`config.mk`:
```
export PLATFORM = sky130hd
export DESIGN_NAME = fpu_scoreboard
export DESIGN_NICKNAME = d
export VERILOG_FILES = /design/src/rtl/fpu_pkg.sv /design/src/rtl/fpu_sb_counter.sv /design/src/rtl/fpu_scoreboard.sv
export SDC_FILE = /design/constraint.sdc
export NUM_CORES = 1
export LEC_CHECK = 0
export ABC_AREA = 0
export CAP_MARGIN = 10
export CORE_MARGIN = 2
export CORE_UTILIZATION = 40
export CTS_CLUSTER_DIAMETER = 60
export DETAILED_ROUTE_END_ITERATION = 10
export GPL_ROUTABILITY_DRIVEN = 0
export SYNTH_ARGS = -nofsm -noshare
export SYNTH_HDL_FRONTEND = slang
export SYNTH_SLANG_ARGS = --single-unit
```
`constraint.sdc`:
```
create_clock -name clk -period 9 [get_ports clk]
set_input_delay 1.8 -clock clk [delete_from_list [all_inputs] [get_ports clk]]
set_output_delay 1.8 -clock clk [all_outputs]
set_load 0.02 [all_outputs]
```
`src/rtl/fpu_pkg.sv`:
```
// Shared FP pipeline constants: register file size, issue latency classes
// and the scoreboard latency-field width derived from them.
package fpu_pkg;

    localparam int unsigned FP_NUM_REGS = 32;
    localparam int unsigned FP_MAX_LAT  = 4;
    localparam int unsigned FP_RA_W     = $clog2(FP_NUM_REGS);
    localparam int unsigned FP_LAT_W    = $clog2(FP_MAX_LAT + 1);

    typedef logic [FP_LAT_W-1:0] fp_lat_t;

    // Result latency per decode class; LAT_NONE means the result is not tracked
    localparam fp_lat_t LAT_NONE = FP_LAT_W'(0);
    localparam fp_lat_t LAT_ADSB = FP_LAT_W'(1);
    localparam fp_lat_t LAT_CVIF = FP_LAT_W'(1);
    localparam fp_lat_t LAT_MULT = FP_LAT_W'(2);
    localparam fp_lat_t LAT_LOAD = FP_LAT_W'(2);
    localparam fp_lat_t LAT_FMAD = FP_LAT_W'(4);

endpackage

```
`src/rtl/fpu_sb_counter.sv`:
```
// Per-register in-flight countdown: loads the op latency on issue, otherwise
// decrements toward zero; a load wins over the decrement in the same cycle.
module fpu_sb_counter
    import fpu_pkg::*;
#(
    parameter int unsigned LAT_W = FP_LAT_W
) (
    input  logic             clk,
    input  logic             rstn,
    input  logic             load,
    input  logic [LAT_W-1:0] load_val,
    output logic [LAT_W-1:0] cnt
);

    always_ff @(posedge clk or negedge rstn) begin
        if (!rstn) begin
            cnt <= '0;
        end else if (load) begin
            cnt <= load_val;
        end else if (cnt != '0) begin
            cnt <= cnt - LAT_W'(1);
        end
    end

endmodule

```
`src/rtl/fpu_scoreboard.sv`:
```
// FP issue scoreboard: per-register result countdowns plus a writeback-slot
// reservation vector; stalls issue on RAW, WAW and writeback-port conflicts.
module fpu_scoreboard
    import fpu_pkg::*;
#(
    parameter int unsigned NUM_REGS = FP_NUM_REGS,
    parameter int unsigned MAX_LAT  = FP_MAX_LAT,
    parameter bit          FWD_EN   = 1'b1,
    parameter int unsigned RA_W     = $clog2(NUM_REGS),
    parameter int unsigned LAT_W    = $clog2(MAX_LAT + 1)
) (
    input  logic                clk,
    input  logic                rstn,
    input  logic                dec_valid,
    input  logic                dec_reg_write,
    input  logic [RA_W-1:0]     dec_rd,
    input  logic [LAT_W-1:0]    dec_lat,
    input  logic                dec_use_rs1,
    input  logic                dec_use_rs2,
    input  logic                dec_use_rs3,
    input  logic [RA_W-1:0]     dec_rs1,
    input  logic [RA_W-1:0]     dec_rs2,
    input  logic [RA_W-1:0]     dec_rs3,
    input  logic                flush,
    output logic                issue_stall,
    output logic                issue_fire,
    output logic [NUM_REGS-1:0] reg_busy,
    output logic                wb_due,
    output logic                any_busy,
    output logic [31:0]         stall_cycles
);

    logic [LAT_W-1:0] cnt [NUM_REGS];
    logic [MAX_LAT:1] pend;
    logic [MAX_LAT:1] pend_nxt;
    logic [LAT_W-1:0] cnt_rs1, cnt_rs2, cnt_rs3, cnt_rd;
    logic             tracked, track, raw, waw, port_hit;

    // A source is blocked while its producer is still more than a bypass away
    function automatic logic src_hazard(input logic use_src, input logic [LAT_W-1:0] c);
        if (FWD_EN) begin
            return use_src && (c > LAT_W'(1));
        end
        return use_src && (c != '0);
    endfunction

    for (genvar r = 0; r < NUM_REGS; r++) begin : g_cnt
        fpu_sb_counter #(.LAT_W(LAT_W)) u_cnt (
            .clk      (clk),
            .rstn     (rstn),
            .load     (track && (dec_rd == RA_W'(r))),
            .load_val (dec_lat),
            .cnt      (cnt[r])
        );
        assign reg_busy[r] = (cnt[r] != '0);
    end

    assign cnt_rs1 = cnt[dec_rs1];
    assign cnt_rs2 = cnt[dec_rs2];
    assign cnt_rs3 = cnt[dec_rs3];
    assign cnt_rd  = cnt[dec_rd];

    assign tracked = dec_reg_write && (dec_lat != '0);
    assign raw     = src_hazard(dec_use_rs1, cnt_rs1) ||
                     src_hazard(dec_use_rs2, cnt_rs2) ||
                     src_hazard(dec_use_rs3, cnt_rs3);
    // A younger write may not land before an older one to the same register
    assign waw     = dec_reg_write && (cnt_rd > dec_lat);

    // Writeback slot dec_lat is taken if some op currently sits at dec_lat+1
    always_comb begin
        port_hit = 1'b0;
        for (int unsigned k = 2; k <= MAX_LAT; k++) begin
            if (pend[k] && (32'(dec_lat) + 32'd1 == k)) begin
                port_hit = 1'b1;
            end
        end
    end

    assign issue_stall = dec_valid && (raw || waw || (tracked && port_hit));
    assign issue_fire  = dec_valid && !issue_stall && !flush;
    assign track       = issue_fire && tracked;
    assign wb_due      = pend[1];
    assign any_busy    = |reg_busy;

    always_comb begin
        pend_nxt = pend >> 1;
        for (int unsigned k = 1; k <= MAX_LAT; k++) begin
            if (track && (32'(dec_lat) == k)) begin
                pend_nxt[k] = 1'b1;
            end
        end
    end

    always_ff @(posedge clk or negedge rstn) begin
        if (!rstn) begin
            pend         <= '0;
            stall_cycles <= '0;
        end else begin
            pend <= pend_nxt;
            if (dec_valid && issue_stall && (stall_cycles != '1)) begin
                stall_cycles <= stall_cycles + 32'd1;
            end
        end
    end

    lat_legal: assert property (@(posedge clk) disable iff (!rstn)
        dec_valid |-> (32'(dec_lat) <= MAX_LAT));

endmodule

```
* After elaboration in Yosys (flattened, before gate mapping)
Index checks and enable logic that the tools add are counted.
** Cells by class
- Add/subtract/negate cells :: 34
- Multiply operators :: 0
- Div/mod/pow operators :: 0
- Order comparisons :: 8
- Equality and inequality tests :: 39
- Shift-type cells :: 0
- Multiplexer cells :: 83
- Bitwise operators :: 4
- Reductions and logical operators :: 124
** Operators by type and width (number)
- $mux 3 :: 72
- $reduce_bool 3->1 :: 33
- $sub 3x1->3 const B :: 32
- $eq 5x5->1 const B :: 16
- $eq 32x2->1 const B :: 2
- $reduce_bool 2->1 :: 32
- $bmux 3 s5 :: 4
- $logic_and 1x1->1 :: 51
- $eq 5x4->1 const B :: 8
- $add 32x1->32 const B :: 1
- $ne 32x32->1 const B :: 1
- $reduce_or 32->1 :: 1
- $ge 6x6->1 const B :: 4
- $not 5->6 :: 4
- $eq 5x3->1 const B :: 4
- $eq 5x2->1 const B :: 2
- $gt 3x1->1 const B :: 3
- $mux 1 :: 7
- $eq 3x2->1 const B :: 2
- $eq 5x1->1 const B :: 1
- $logic_not 5->1 :: 1
- $add 3x1->4 const B :: 1
- $eq 4x3->1 const B :: 1
- $logic_or 1x1->1 :: 4
- other kinds (4) :: 5
** Storage, ports and cells
- Flip-flop bits (word level) :: 132
- Latch bits :: 0
- Memory bits (writable) :: 0
- Bits in read-only memories :: 0
- Input port bits :: 31
- Output and inout bits :: 68
- Word-level logic and storage cells :: 326
- Memories kept :: 0

* Depth between registers and ports, before layout
- Depth after elaboration :: 17
- Gate-level depth with buffers :: 16

* Modules after synthesis
From an unflattened synthesis, not the netlist that was laid out.
** Unflattened totals
- Cells, all modules :: 1107
- Area total of the unflattened synthesis :: 10606.4 um^2
** By module, submodules not included
- fpu_sb_counter :: times used 32, cells an instance 20, area an instance 196.4 um^2, seq. area each 75.1 um^2
- fpu_scoreboard :: times used 1, cells an instance 467, area an instance 4320.4 um^2, seq. area each 900.9 um^2

* Worst setup path after synthesis
Ideal clock, no wire load.
- Kind :: input-to-output
- From :: in dec_rd[0]
- To :: out issue_fire
- Arrival time :: 5.111 ns
- Required time :: 7.200 ns
- Path slack :: 2.089 ns
- Cell stages on the path :: 13
- Cells stage by stage :: buf_2 > buf_2 > buf_2 > mux4_2 > mux4_2 > mux2_2 > ha_1 > nor2b_1 > o21ai_0 > a32oi_1 > o21ai_0 > nand4_1 > nor3_1
** Between the ends
- Longest elaborated chain between the ends :: 12
** Ends and longest elaborated chain
- start: declaration :: RTL line fpu_scoreboard.sv:16 : input logic [RA_W-1:0] dec_rd,
- $not 5->6 (implied by the code) :: RTL line fpu_scoreboard.sv:61 : assign cnt_rd = cnt[dec_rd];
- $bmux 3 s5 :: RTL line fpu_scoreboard.sv:61
- $mux 3 (implied by the code) (2 in a row) :: RTL line fpu_scoreboard.sv:61
- $gt 3x3->1 :: RTL line fpu_scoreboard.sv:68 : assign waw = dec_reg_write && (cnt_rd > dec_lat);
- $logic_and 1x1->1 :: RTL line fpu_scoreboard.sv:68
- $logic_or 1x1->1 (2 in a row) :: RTL line fpu_scoreboard.sv:80 : assign issue_stall = dec_valid && (raw || waw || (tracked && port_hit));
- $logic_and 1x1->1 :: RTL line fpu_scoreboard.sv:80
- $logic_not 1->1 :: RTL line fpu_scoreboard.sv:81 : assign issue_fire = dec_valid && !issue_stall && !flush;
- $logic_and 1x1->1 (2 in a row) :: RTL line fpu_scoreboard.sv:81
- end: declaration :: RTL line fpu_scoreboard.sv:26 : output logic issue_fire,
No other way between the ends. The select of a mux whose other input is x is not followed.

* Final worst setup path
- From :: in dec_rd[1]
- To :: out issue_fire
Same word-level chain as after synthesis.

==> results.md <==
Cells and area:
- Excluding fillers, the count of instances in the completed layout stands at 1391.
- The layout overhead on the synthesized area is 18.58%.
- The number of diodes added for antenna fixing is 0.
- The core utilization of the finished layout is 0.4809.
- Of the cells placed in the final design, the portion with a size suffix greater than 1 is 0.1115.
- The final net count is 1157.

Critical path:
- Data on the critical path is required at its endpoint by 7.20 ns.
- The depth of the worst register-to-register path is 13.
- STA classifies the critical path startpoint as a primary input.
- The type of destination of the critical path is an output port.
- The setup path with the least slack is of type in -> out.
- For the worst setup path, the data arrival time is 6.36 ns.
- Of all nets on the critical path, the largest fanout is 15.
- The reg2reg setup slack is 4.23 ns.
- The endpoint of the lowest-slack register-to-register path is g_cnt[19].u_cnt.cnt[1].
- The source of the worst register-to-register timing path is g_cnt[7].u_cnt.cnt[1].

STA:
- The count of endpoints failing hold in the final timing report was 0.
- The worst pin sits at a relative slew slack of 0.1720.
- The highest clock frequency the design can meet is 122.5 MHz.
- The setup TNS is 0 ns.
- Setup repair after global routing left no endpoint under its margin.
- The slack of the critical path is 0.8391 ns.
- The final setup violation count is 0.
- Clock skew on the completed layout was measured at 0.007110 ns.
- At the pin with the least slew margin, the transition time is 1.237 ns.
- The number of max-slew violations in the final report is 0.
- Dividing the final minimum period by the clock period gives 0.9068.
- For the finished layout, the period the worst path requires is 8.161 ns.

Global route:
- The number of antenna violations at the first check in global routing is 0.
- The via count of the first global-routing pass was 7527.
- The global router's overall resource usage is 0.2215.
- The final global-route overflow total is 0.
- The first global-routing pass estimated 44.30 mm of wire.
- Entering global routing, the biggest net connects 75 pins.

Die:
- The number of rows created at floorplan is 57.
- The die is 160.6 um tall.
- The width of the die is 160.6 um.
- The core region is 24180 um2.
- The die area is 25780 um2.
- The initial utilization of the core area, before any placement, comes to 0.4056.
- For this design the top-level I/O count stands at 99.

Clocking:
- Counting along the longest clock path gives a buffer depth of 2.
- TritonCTS built the clock tree.
- The number of gates resized after CTS was 0.
- The total clock buffers created by CTS is 17.
- The H-tree was split into 4 levels.
- CTS placed an instance of sky130_fd_sc_hd__clkbuf_16 at the clock tree root.
- After clock tree synthesis, the clock-pin slew on the worst setup and hold paths is 0.06 ns.
- In this run, post-CTS hold repair placed 0 buffers.
- The clock insertion delay at the later pin of the skew report is 0.42 ns.
- The clock drives 132 sinks.
- The count of buffers added by post-CTS timing repair for setup is 0.

Synth:
- sky130_fd_sc_hd__dfrtp_1 takes more of the synthesized area than any other cell.
- The cell count after synthesis is 972.
- The most used flip-flop cell after synthesis is sky130_fd_sc_hd__dfrtp_1.
- The top cell type's share of synthesized area is 0.3369.
- The post-synthesis cell type count is 57.
- Each instance of the synthesized netlist takes up on average 10.09 um2.
- After synthesis the cells add up to 9806 um2.
- The sequential cell area fraction in the yosys report is 0.3369.
- In this run, synthesis inferred 0 flip-flops with an integrated enable.
- Yosys instantiated no cell more often than sky130_fd_sc_hd__dfrtp_1.
- The synthesis warning total is 0.
- In the synthesized netlist, the cells that appear most often are sky130_fd_sc_hd__dfrtp_1 (132), sky130_fd_sc_hd__mux2i_1 (128), sky130_fd_sc_hd__inv_1 (84), sky130_fd_sc_hd__nor2_1 (82), sky130_fd_sc_hd__ha_1 (69).
- By area the synthesized netlist is led by sky130_fd_sc_hd__dfrtp_1 (34%), sky130_fd_sc_hd__mux2i_1 (13%), sky130_fd_sc_hd__mux4_2 (9.4%).
- The post-synthesis sequential element count is 132.
- When the netlist entered floorplanning its net count stood at 1072.
- The share of synthesized registers carrying an async set or reset is 1.000.

Route:
- The remaining routing DRC violations is 0.
- The overall routed net length is 27.53 mm.
- The detail route stage leaves a number of antenna-violating nets equal to 0.
- The vias per cell is 5.556.
- Dividing the detail-routed wire length by the instance count gives 19.79 um.
- The via count is 7728.
- The first routing iteration left 575 violations.
- The number of detailed-routing iterations run before antenna repair is 5.

Placement:
- In this run the tool buffered the top-level ports with 98 buffer cells.
- The instance count after placement with tap cells included is 1362.
- The post-DP HPWL is 20.01 mm.
- The post-placement worst setup slack is 0.8581 ns.

Hold path:
- In this run the most critical hold path is launched from pend[2].
- The worst hold path endpoint is pend[1].
- Counting instances, the worst hold path has a depth of 2.
- The class of the tightest hold or removal check is reg -> reg.

Power and ir drop:
- The post-route total power is 3665 uW.
- The leakage power is 0.005601 uW.
- Across the VDD grid, the largest voltage drop is 141.8 uV.
- The power density over the cells is 315.2 nW/um2.

Job:
- The number of max-capacitance violations reported is 0.

Run status:
- The run finished with clean final reports.
## layout by cell type (no fill, tap or decap), types with 38 or more instances in the layout
cell | netlist | final
sky130_fd_sc_hd__inv_1 | 84 | 84
sky130_fd_sc_hd__mux4_2 | 41 | 41
sky130_fd_sc_hd__nand2b_1 | 38 | 38
sky130_fd_sc_hd__nor2_1 | 82 | 82
sky130_fd_sc_hd__nand2_1 | 54 | 54
sky130_fd_sc_hd__mux2i_1 | 128 | 128
sky130_fd_sc_hd__ha_1 | 69 | 69
sky130_fd_sc_hd__xnor2_1 | 38 | 38
sky130_fd_sc_hd__dfrtp_1 | 132 | 132
sky130_fd_sc_hd__clkdlybuf4s50_1 | 0 | 96
## power breakdown
group          internal [uW]  switching [uW]  leakage, uW
clock                    431             258     0.000282
combinational            866             884      0.00373
sequential               850             376      0.00159
## how the worst max path moves through the flow
stage            endpoint  cells after the start      start
2_1_floorplan  issue_fire                     13  dec_rd[0]
3_3_place_gp   issue_fire                     13  dec_rd[1]
3_5_place_dp   issue_fire                     13  dec_rd[1]
4_1_cts        issue_fire                     13  dec_rd[1]
5_1_grt        issue_fire                     13  dec_rd[1]
6_report       issue_fire                     13  dec_rd[1]
## final cells by class
type / instances / area (um2)
Clock buffer: 24 / 491.7
Inverter: 87 / 326.6
Sequential cell: 132 / 3303
Fill cell: 2257 / 12550
Multi-Input combinational cell: 714 / 5996
Clock inverter: 5 / 75.07
Tap cell: 324 / 405.4
Timing Repair Buffer: 105 / 1030
## critical path, cell delays in order
cell and delay, ns:
sky130_fd_sc_hd__clkdlybuf4s50_1 0.97, sky130_fd_sc_hd__buf_4 0.37, sky130_fd_sc_hd__mux4_2 0.34, sky130_fd_sc_hd__mux4_2 0.47
sky130_fd_sc_hd__mux2_2 0.27, sky130_fd_sc_hd__ha_1 0.28, sky130_fd_sc_hd__nor2b_1 0.13, sky130_fd_sc_hd__o21ai_0 0.15
sky130_fd_sc_hd__a32oi_1 0.07, sky130_fd_sc_hd__o21ai_0 0.18, sky130_fd_sc_hd__nand4_1 0.37, sky130_fd_sc_hd__nor3_1 0.30
sky130_fd_sc_hd__clkdlybuf4s50_1 0.64
## cells by family (layout without fill, tap and decap cells)
| logic type | count (synthesis) | count (layout) | share of synthesized area |
|---|---|---|---|
| AOI/OAI and AO/OA | 89 | 89 | 0.05882 |
| xor gates and xnor gates | 63 | 63 | 0.05627 |
| adders and majority gates | 69 | 69 | 0.08804 |
| buffers and inverters | 126 | 221 | 0.05257 |
| DFF | 132 | 132 | 0.3369 |
| muxes | 172 | 172 | 0.2283 |
| and+or+nand+nor | 321 | 321 | 0.1791 |
## state kept, by name, summed over array words and instances (netlist names)
signal and count:
g_cnt.u_cnt.cnt 96, pend 4, stall_cycles 32
## layer usage
metal	wire, um	global-route usage	vias up	part of all wire
li1	-	-	3621	-
met1	12830	0.3218	3803	0.47
met2	12110	0.3313	275	0.44
met3	2173	0.05294	29	0.079
met4	420	0.05979	0	0.015
met5	0	0	-	0
## through the flow
step           cell area [um2]  hold WS, ns
2_1_floorplan             9806       0.4318
5_1_grt                  11630       0.4715
6_report                 11630       0.4624
3_3_place_gp             11060       0.4568
3_5_place_dp             11060       0.4510
4_1_cts                  11630       0.4638
Power figures use the tool's default switching activity.
